--- src/rtl/det_share_arbiter.sv ---
`default_nettype none
// +--------------------------------------------------------------------------+
// | det_share_arbiter: round-robin time-sharing of one 1101 Moore detector   |
// | among N_REQ serial bit sources, with per-frame hit report.               |
// | Rev 1.0                                                                  |
// +--------------------------------------------------------------------------+
module det_share_arbiter #(
  parameter int N_REQ     = 4,
  parameter int FRAME_LEN = 8,
  parameter int CNT_W     = 4
) (
  input  logic             Clock,
  input  logic             Rn,
  input  logic [N_REQ-1:0] req,
  input  logic [N_REQ-1:0] w_in,
  output logic [N_REQ-1:0] gnt,
  output logic             bit_en,
  output logic [2:0]       owner,
  output logic             det_R,
  output logic             det_w,
  input  logic             det_Z,
  output logic             done,
  output logic             hit
);

  localparam int                 c_IDX_W   = (N_REQ > 1) ? $clog2(N_REQ) : 1;
  localparam logic [CNT_W-1:0]   c_LAST    = CNT_W'(FRAME_LEN - 1);
  localparam logic [c_IDX_W-1:0] c_PTR_RST = c_IDX_W'(N_REQ - 1);

  typedef enum logic [2:0] {
    S_IDLE   = 3'd0,
    S_CLEAR  = 3'd1,
    S_STREAM = 3'd2,
    S_DRAIN  = 3'd3,
    S_REPORT = 3'd4
  } state_t;

  state_t             r_state;
  state_t             w_state_nxt;
  logic [2:0]         r_owner;
  logic [2:0]         w_owner_nxt;
  logic [c_IDX_W-1:0] r_ptr;
  logic [c_IDX_W-1:0] w_ptr_nxt;
  logic [CNT_W-1:0]   r_cnt;
  logic [CNT_W-1:0]   w_cnt_nxt;
  logic               r_drain;
  logic               w_drain_nxt;
  logic               r_hit;
  logic               w_hit_nxt;

  logic [c_IDX_W-1:0] w_idx;
  logic [c_IDX_W-1:0] w_pick;
  logic               w_pick_vld;
  logic               w_own_req;
  logic               w_in_frame;

  assign w_idx      = r_owner[c_IDX_W-1:0];
  assign w_own_req  = req[w_idx];
  assign w_in_frame = (r_state == S_CLEAR) || (r_state == S_STREAM) || (r_state == S_DRAIN);

  // Scan from ptr+N down to ptr+1 so the nearest requester after ptr wins last.
  always_comb begin
    int j;
    j          = 0;
    w_pick_vld = 1'b0;
    w_pick     = '0;
    for (int i = N_REQ; i >= 1; i--) begin
      j = int'(r_ptr) + i;
      if (j >= N_REQ) j = j - N_REQ;
      if (req[j[c_IDX_W-1:0]]) begin
        w_pick_vld = 1'b1;
        w_pick     = j[c_IDX_W-1:0];
      end
    end
  end

  always_comb begin
    w_state_nxt = r_state;
    w_owner_nxt = r_owner;
    w_ptr_nxt   = r_ptr;
    w_cnt_nxt   = r_cnt;
    w_drain_nxt = r_drain;
    w_hit_nxt   = r_hit;
    case (r_state)
      S_IDLE: begin
        if (w_pick_vld) begin
          w_owner_nxt = 3'(w_pick);
          w_state_nxt = S_CLEAR;
        end
      end
      S_CLEAR: begin
        w_hit_nxt   = 1'b0;
        w_cnt_nxt   = '0;
        w_drain_nxt = 1'b0;
        w_state_nxt = S_STREAM;
      end
      S_STREAM: begin
        w_cnt_nxt = r_cnt + CNT_W'(1);
        if (det_Z) w_hit_nxt = 1'b1;
        if (r_cnt == c_LAST) w_state_nxt = S_DRAIN;
      end
      S_DRAIN: begin
        if (det_Z) w_hit_nxt = 1'b1;
        w_drain_nxt = 1'b1;
        if (r_drain) w_state_nxt = S_REPORT;
      end
      S_REPORT: begin
        w_ptr_nxt   = w_idx;
        w_state_nxt = S_IDLE;
      end
      default: w_state_nxt = S_IDLE;
    endcase
    // Owner withdrawing its request abandons the frame silently.
    if (w_in_frame && !w_own_req) begin
      w_state_nxt = S_IDLE;
      w_hit_nxt   = 1'b0;
      w_ptr_nxt   = w_idx;
    end
  end

  always_ff @(posedge Clock or negedge Rn) begin
    if (!Rn) begin
      r_state <= S_IDLE;
      r_owner <= '0;
      r_ptr   <= c_PTR_RST;
      r_cnt   <= '0;
      r_drain <= 1'b0;
      r_hit   <= 1'b0;
    end else begin
      r_state <= w_state_nxt;
      r_owner <= w_owner_nxt;
      r_ptr   <= w_ptr_nxt;
      r_cnt   <= w_cnt_nxt;
      r_drain <= w_drain_nxt;
      r_hit   <= w_hit_nxt;
    end
  end

  always_comb begin
    gnt    = '0;
    bit_en = 1'b0;
    det_R  = 1'b1;
    det_w  = 1'b0;
    done   = 1'b0;
    case (r_state)
      S_CLEAR: gnt[w_idx] = 1'b1;
      S_STREAM: begin
        gnt[w_idx] = 1'b1;
        bit_en     = 1'b1;
        det_R      = 1'b0;
        det_w      = w_in[w_idx];
      end
      S_DRAIN: begin
        gnt[w_idx] = 1'b1;
        det_R      = 1'b0;
      end
      S_REPORT: done = 1'b1;
      default: ;
    endcase
  end

  assign owner = r_owner;
  assign hit   = r_hit;

endmodule
`default_nettype wire

--- config.mk ---
export PLATFORM = sky130hd
export DESIGN_NAME = det_share_arbiter
export DESIGN_NICKNAME = d
export VERILOG_FILES = /design/src/rtl/det_share_arbiter.sv
export SDC_FILE = /design/constraint.sdc
export NUM_CORES = 1
export LEC_CHECK = 0
export BUFFER_PORTS_ARGS = -buffer_cell sky130_fd_sc_hd__buf_4
export CORE_MARGIN = 5
export CORE_UTILIZATION = 55
export DETAILED_ROUTE_END_ITERATION = 12
export PLACE_DENSITY = 0.92
export SETUP_SLACK_MARGIN = 0.02
export SLEW_MARGIN = 10
export SYNTH_ARGS = -nofsm -noshare
export SYNTH_HDL_FRONTEND = slang
export SYNTH_SLANG_ARGS = --single-unit
--- constraint.sdc ---
create_clock -name Clock -period 4 [get_ports Clock]
set_input_delay 1 -clock Clock [delete_from_list [all_inputs] [get_ports Clock]]
set_output_delay 1 -clock Clock [all_outputs]
set_load 0.05 [all_outputs]
# Yosys cells after proc, flatten, opt, wreduce, memory -nomap -nowiden
# Cells that the tools add are included.
word_totals:
  wordCells: 92
  in_bits: 11
  output_inout_bits: 12
  register_bits: 13
classes:
  n_reduce_logical: 15
  n_eq_ne: 9
  muxes: 43
  magnitude_cmp: 10
  addsub: 9
ops:
  columns: ["op", "n"]
  rows:
  - ["2-to-1 mux 2 bit", 10]
  - ["2-to-1 mux 1 bit", 17]
  - ["less-than comparator 2 x 3 -> 1 bit (second input constant)", 5]
  - ["binary-select mux 1 bit (select 2 bit)", 6]
  - ["2-to-1 mux 3 bit", 4]
  - ["one-hot mux 3 bit (4 select lines)", 1]
  - [">= comparator 3 bit (second input constant)", 3]
  - ["one-hot mux 4 bit (2 select lines)", 1]
  - ["subtractor 2 x 1 -> 2 bit (second input constant)", 4]
  - ["adder 2 x 2 -> 3 bit (second input constant)", 2]
  - ["== test 3 x 2 -> 1 bit (second input constant)", 2]
  - ["!= test 3 x 1 -> 1 bit (second input constant)", 2]
  - ["nonzero test 2 bit", 3]
  - ["adder 2 x 3 -> 4 bit (second input constant)", 1]
  - ["adder 4 x 1 -> 4 bit (second input constant)", 1]
  - ["== test 4 x 3 -> 1 bit (second input constant)", 1]
  - [">= comparator 4 x 3 -> 1 bit (second input constant)", 1]
  - ["2-to-1 mux 4 bit", 1]
  - ["one-hot mux 1 bit (2 select lines)", 2]
  - ["AND reduction 2 bit", 2]
  - ["adder 2 x 1 -> 3 bit (second input constant)", 1]
  - ["== test 3 x 1 -> 1 bit (second input constant)", 1]
  - ["== test 3 bit (second input constant)", 1]
  - ["logical NOT 3 bit", 1]
  - ["11 further kinds", 13]

# Logic depth before layout (Yosys ltp)
logic_depth:
  word_depth: 12
  mapped_depth: 5
  mapped_depth_nobuf: 4

# Worst setup path before layout
# Ideal clock, no wire load.
synth_timing:
  path_kind: "reg-to-output"
  start: "reg r_state[2]"
  end: "out det_w"
  path_slack_ns: 0.773
  t_required_ns: 3.000
  path_stages_with_launch: 4
  path_buffers: 0
  t_arrival_ns: 2.227
  path_cell_list: "dfrtp_1 -> nand2b_1 -> nor2_1 -> and2_1"
synth_between:
  elab_chain_len: 2
synth_lines:
  columns: ["element", "line", "source"]
  rows:
  - ["start: declaration", "38", "state_t r_state;"]
  - ["start signal: assignment", "130", "r_state <= w_state_nxt;"]
  - ["== test 3 x 2 -> 1 bit", "145", "case (r_state)"]
  - ["2-to-1 mux 1 bit", "145", null]
  - ["end: declaration", "20", "output logic det_w,"]
# Every way passes these cells.

# Final worst setup path
layout_timing:
  start: "in w_in[3]"
  end: "out det_w"
layout_between:
  elab_chain_len: 3
layout_lines:
  columns: ["element", "line", "source"]
  rows:
  - ["start: declaration", "15", "input logic [N_REQ-1:0] w_in,"]
  - ["binary-select mux 1 bit (select 2 bit)", "151", "det_w = w_in[w_idx];"]
  - ["2-to-1 mux 1 bit (not written as such)", "151", null]
  - ["2-to-1 mux 1 bit", "145", null]
# Every way passes these cells. The select of a mux whose other input is x is not followed.

==> out/metrics.yaml <==
ios: 23
grt_usage_pct: 18.7
peakVddDrop_v: 0.000481
cpMostUsedCell: "buf_4"
cts_tree: "yes"
cp.arrival_ns: 1.89
syn_area_per_cell_um2: 8.80
wl_per_cell_um: 16.1
synthFlopType: "dfrtp_1"
hp-class: "reg2reg"
seqPwrFrac_pct: 32.2
cts_buffers: 3
post-place-cells: 132
fp-row-count: 14
final_hold_viol_count: 0
fillers: 118
post_drt_via_cell_ratio: 6.26
fin_crit_ns: 2.89
synth_commonest_cells: "dfrtp_1, nand2_1, o21ai_0"
fp.dieW_um: 50.4
synth-edff-count: 0
multi_input_area_um2: 522
p_int_mw: 0.428
fin_setup_tns_ns: 0
combPwrFrac_pct: 59.0
switching_share_pct: 53.1
ys_top_cells_by_area: "dfrtp_1, dfstp_2, o21ai_0"
antenna_cells: 0
worst_setup_path_start_kind: "primary input"
grt_pass1_wl_um: 3760
core_mm2: 0.00152
slowest_delay_ns: 0.44
drc: 0
power_leakage_nw: 0.474
fin_crit_sh_pct: 72.3
area_delta_synth_final_pct: 19.1
ys_types: 42
drtPass1Iterations: 4
postCtsSetupRepairBufs: 0
critPathKind: "in2out"
grt_max_degree: 17
ys_seq_elements: 13
holdBufCountCts: 0
yosysSeqAreaShare_pct: 36.5
end_kind: "primary output"
layout.cells.non_filler: 136
cts_max_level: 1
path_cells: "buf_4 > mux4_2 > and2_1 > buf_4"
syn_area_um2: 897
cpMaxStageDelayCell: "mux4_2"
clkTransAtPathRegs_ns: 0.08
p_sw_mw: 0.485
regArea_um2: 328
synth_nets: 114
setup_viol: 0
final_core_util_pct: 70.1
synth_top_area_share_pct: 30.7
antenna_left: 0
routed_wl_um: 2180
die_area_mm2: 0.00254
finalMaxSlewViolations: 0
async_flop_share_pct: 100
synth.most_common_cell: "dfrtp_1"
drive_above_1_share_pct: 28.3
maxCapViolations: 0
drt_iter0_drc: 23
path_delay_family: "multiplexers"
crit_path_max_fanout: 1
worstSkewPairLatency_ns: 0.27
start_util_pct: 58.9
synth_warnings: 0
rsz0062_at_grt: "false"
num-nets-final: 133
clk_path_buf_depth: 2
crit_buf_inv: 2
p_per_area_mw_per_mm2: 855
ctsResizeCount: 0
ctsRootBufferMaster: "clkbuf_4"
synth_top_area_cell: "dfrtp_1"
skew_ns: 0.00424
port-buffer-count: 21
max_freq_mhz: 346
grt_overflow_total: 0
die_h_um: 50.4
syn_inst: 102
required_ns: 3.00
status: "complete, no violations"
first_global_vias: 857
vias: 851
cts.sink_count: 13
antenna_found_initial: 0
dp_hpwl_um: 1640
power_frac_clock_pct: 8.7
globalplace.congestion: 0.766
-- path summary, 6_finish.rpt --
check	startpoint	endpoint	slack (ns)	depth (start not counted)
setup / recovery	w_in[3]	det_w	1.11	4
hold / removal	hit	hit	0.52	2
setup reg to reg	r_state[2]	r_ptr[1]	2.52	4
hold reg to reg	hit	hit	0.52	2
max in group asynchronous	Rn	r_ptr[1]	3.20	1
min in group asynchronous	Rn	r_state[1]	0.56	1
-- registers in the layout (all words and copies together), names as in the netlist --
register  flops
hit           1
r_cnt         4
r_state       3
r_drain       1
r_ptr         2
owner         2
-- stage by stage --
step | power (mW) | instance area [um^2] | setup WS [ns] | hold WS [ns]
2_1_floorplan | 0.692 | 897 | 0.773 | 0.482
3_5_place_dp | 0.836 | 1040 | 1.11 | 0.500
4_1_cts | 0.918 | 1070 | 1.10 | 0.518
3_3_place_gp | 0.809 | 1040 | 1.11 | 0.483
5_1_grt | 0.983 | 1070 | 1.08 | 0.543
6_report | 0.913 | 1070 | 1.11 | 0.517
-- placed cells by master (no fill, tap or decap), drive strengths merged, types with 4 or more instances in the layout --
| cell | count |
|---|---|
| buf | 21 |
| dfrtp | 11 |
| o21ai | 11 |
| nand2 | 10 |
| nor2 | 9 |
| nor3 | 5 |
| a21oi | 5 |
| inv | 4 |
| mux2i | 4 |
| clkbuf | 4 |
-- cell families (layout without fill, tap and decap cells) --
family / after synthesis / after routing / synth area share (%)
other: 1 / 1 / 0.418
buffers and inverters: 11 / 29 / 5.30
adders and majority gates: 1 / 1 / 1.39
and+or+nand+nor: 37 / 37 / 22.3
AOI/OAI and AO/OA: 32 / 32 / 24.1
DFF: 13 / 13 / 36.5
muxes: 7 / 7 / 9.90
-- worst reg2reg max path: cells and delay by family, from the launching register on --
kind / cells / cell delay (ns)
AND/OR/NAND/NOR: 1 / 0.04
AO/OA/AOI/OAI: 3 / 0.71
flip-flops: 1 / 0.63
-- area by class of cell --
class | count | area share (%)
multi-input cells | 78 | 48.8
repair buffers | 21 | 14.8
well taps | 16 | 1.87
flip-flops and latches | 13 | 30.7
inverters | 4 | 1.41
clock buffers | 4 | 2.46
-- per-layer routing --
metal | GRT usage [%] | share of wire, % | wire [um] | vias to the layer above
li1 | - | - | - | 411
met1 | 20.7 | 41 | 891 | 396
met2 | 32.0 | 48 | 1050 | 36
met3 | 8.58 | 8.2 | 179 | 8
met4 | 5.53 | 3.0 | 65 | 0
met5 | 0 | 0 | 0 | -
-- power by group through the flow --
stage / combinational [mW] / sequential, mW / clock (mW)
finish: 0.539 / 0.294 / 0.0795
global route: 0.588 / 0.303 / 0.0921
CTS: 0.544 / 0.291 / 0.0831
detailed placement: 0.542 / 0.294 / 0
global placement: 0.522 / 0.287 / 0
floorplan: 0.423 / 0.269 / 0
No activity file was read; power rests on OpenSTA's default activity.
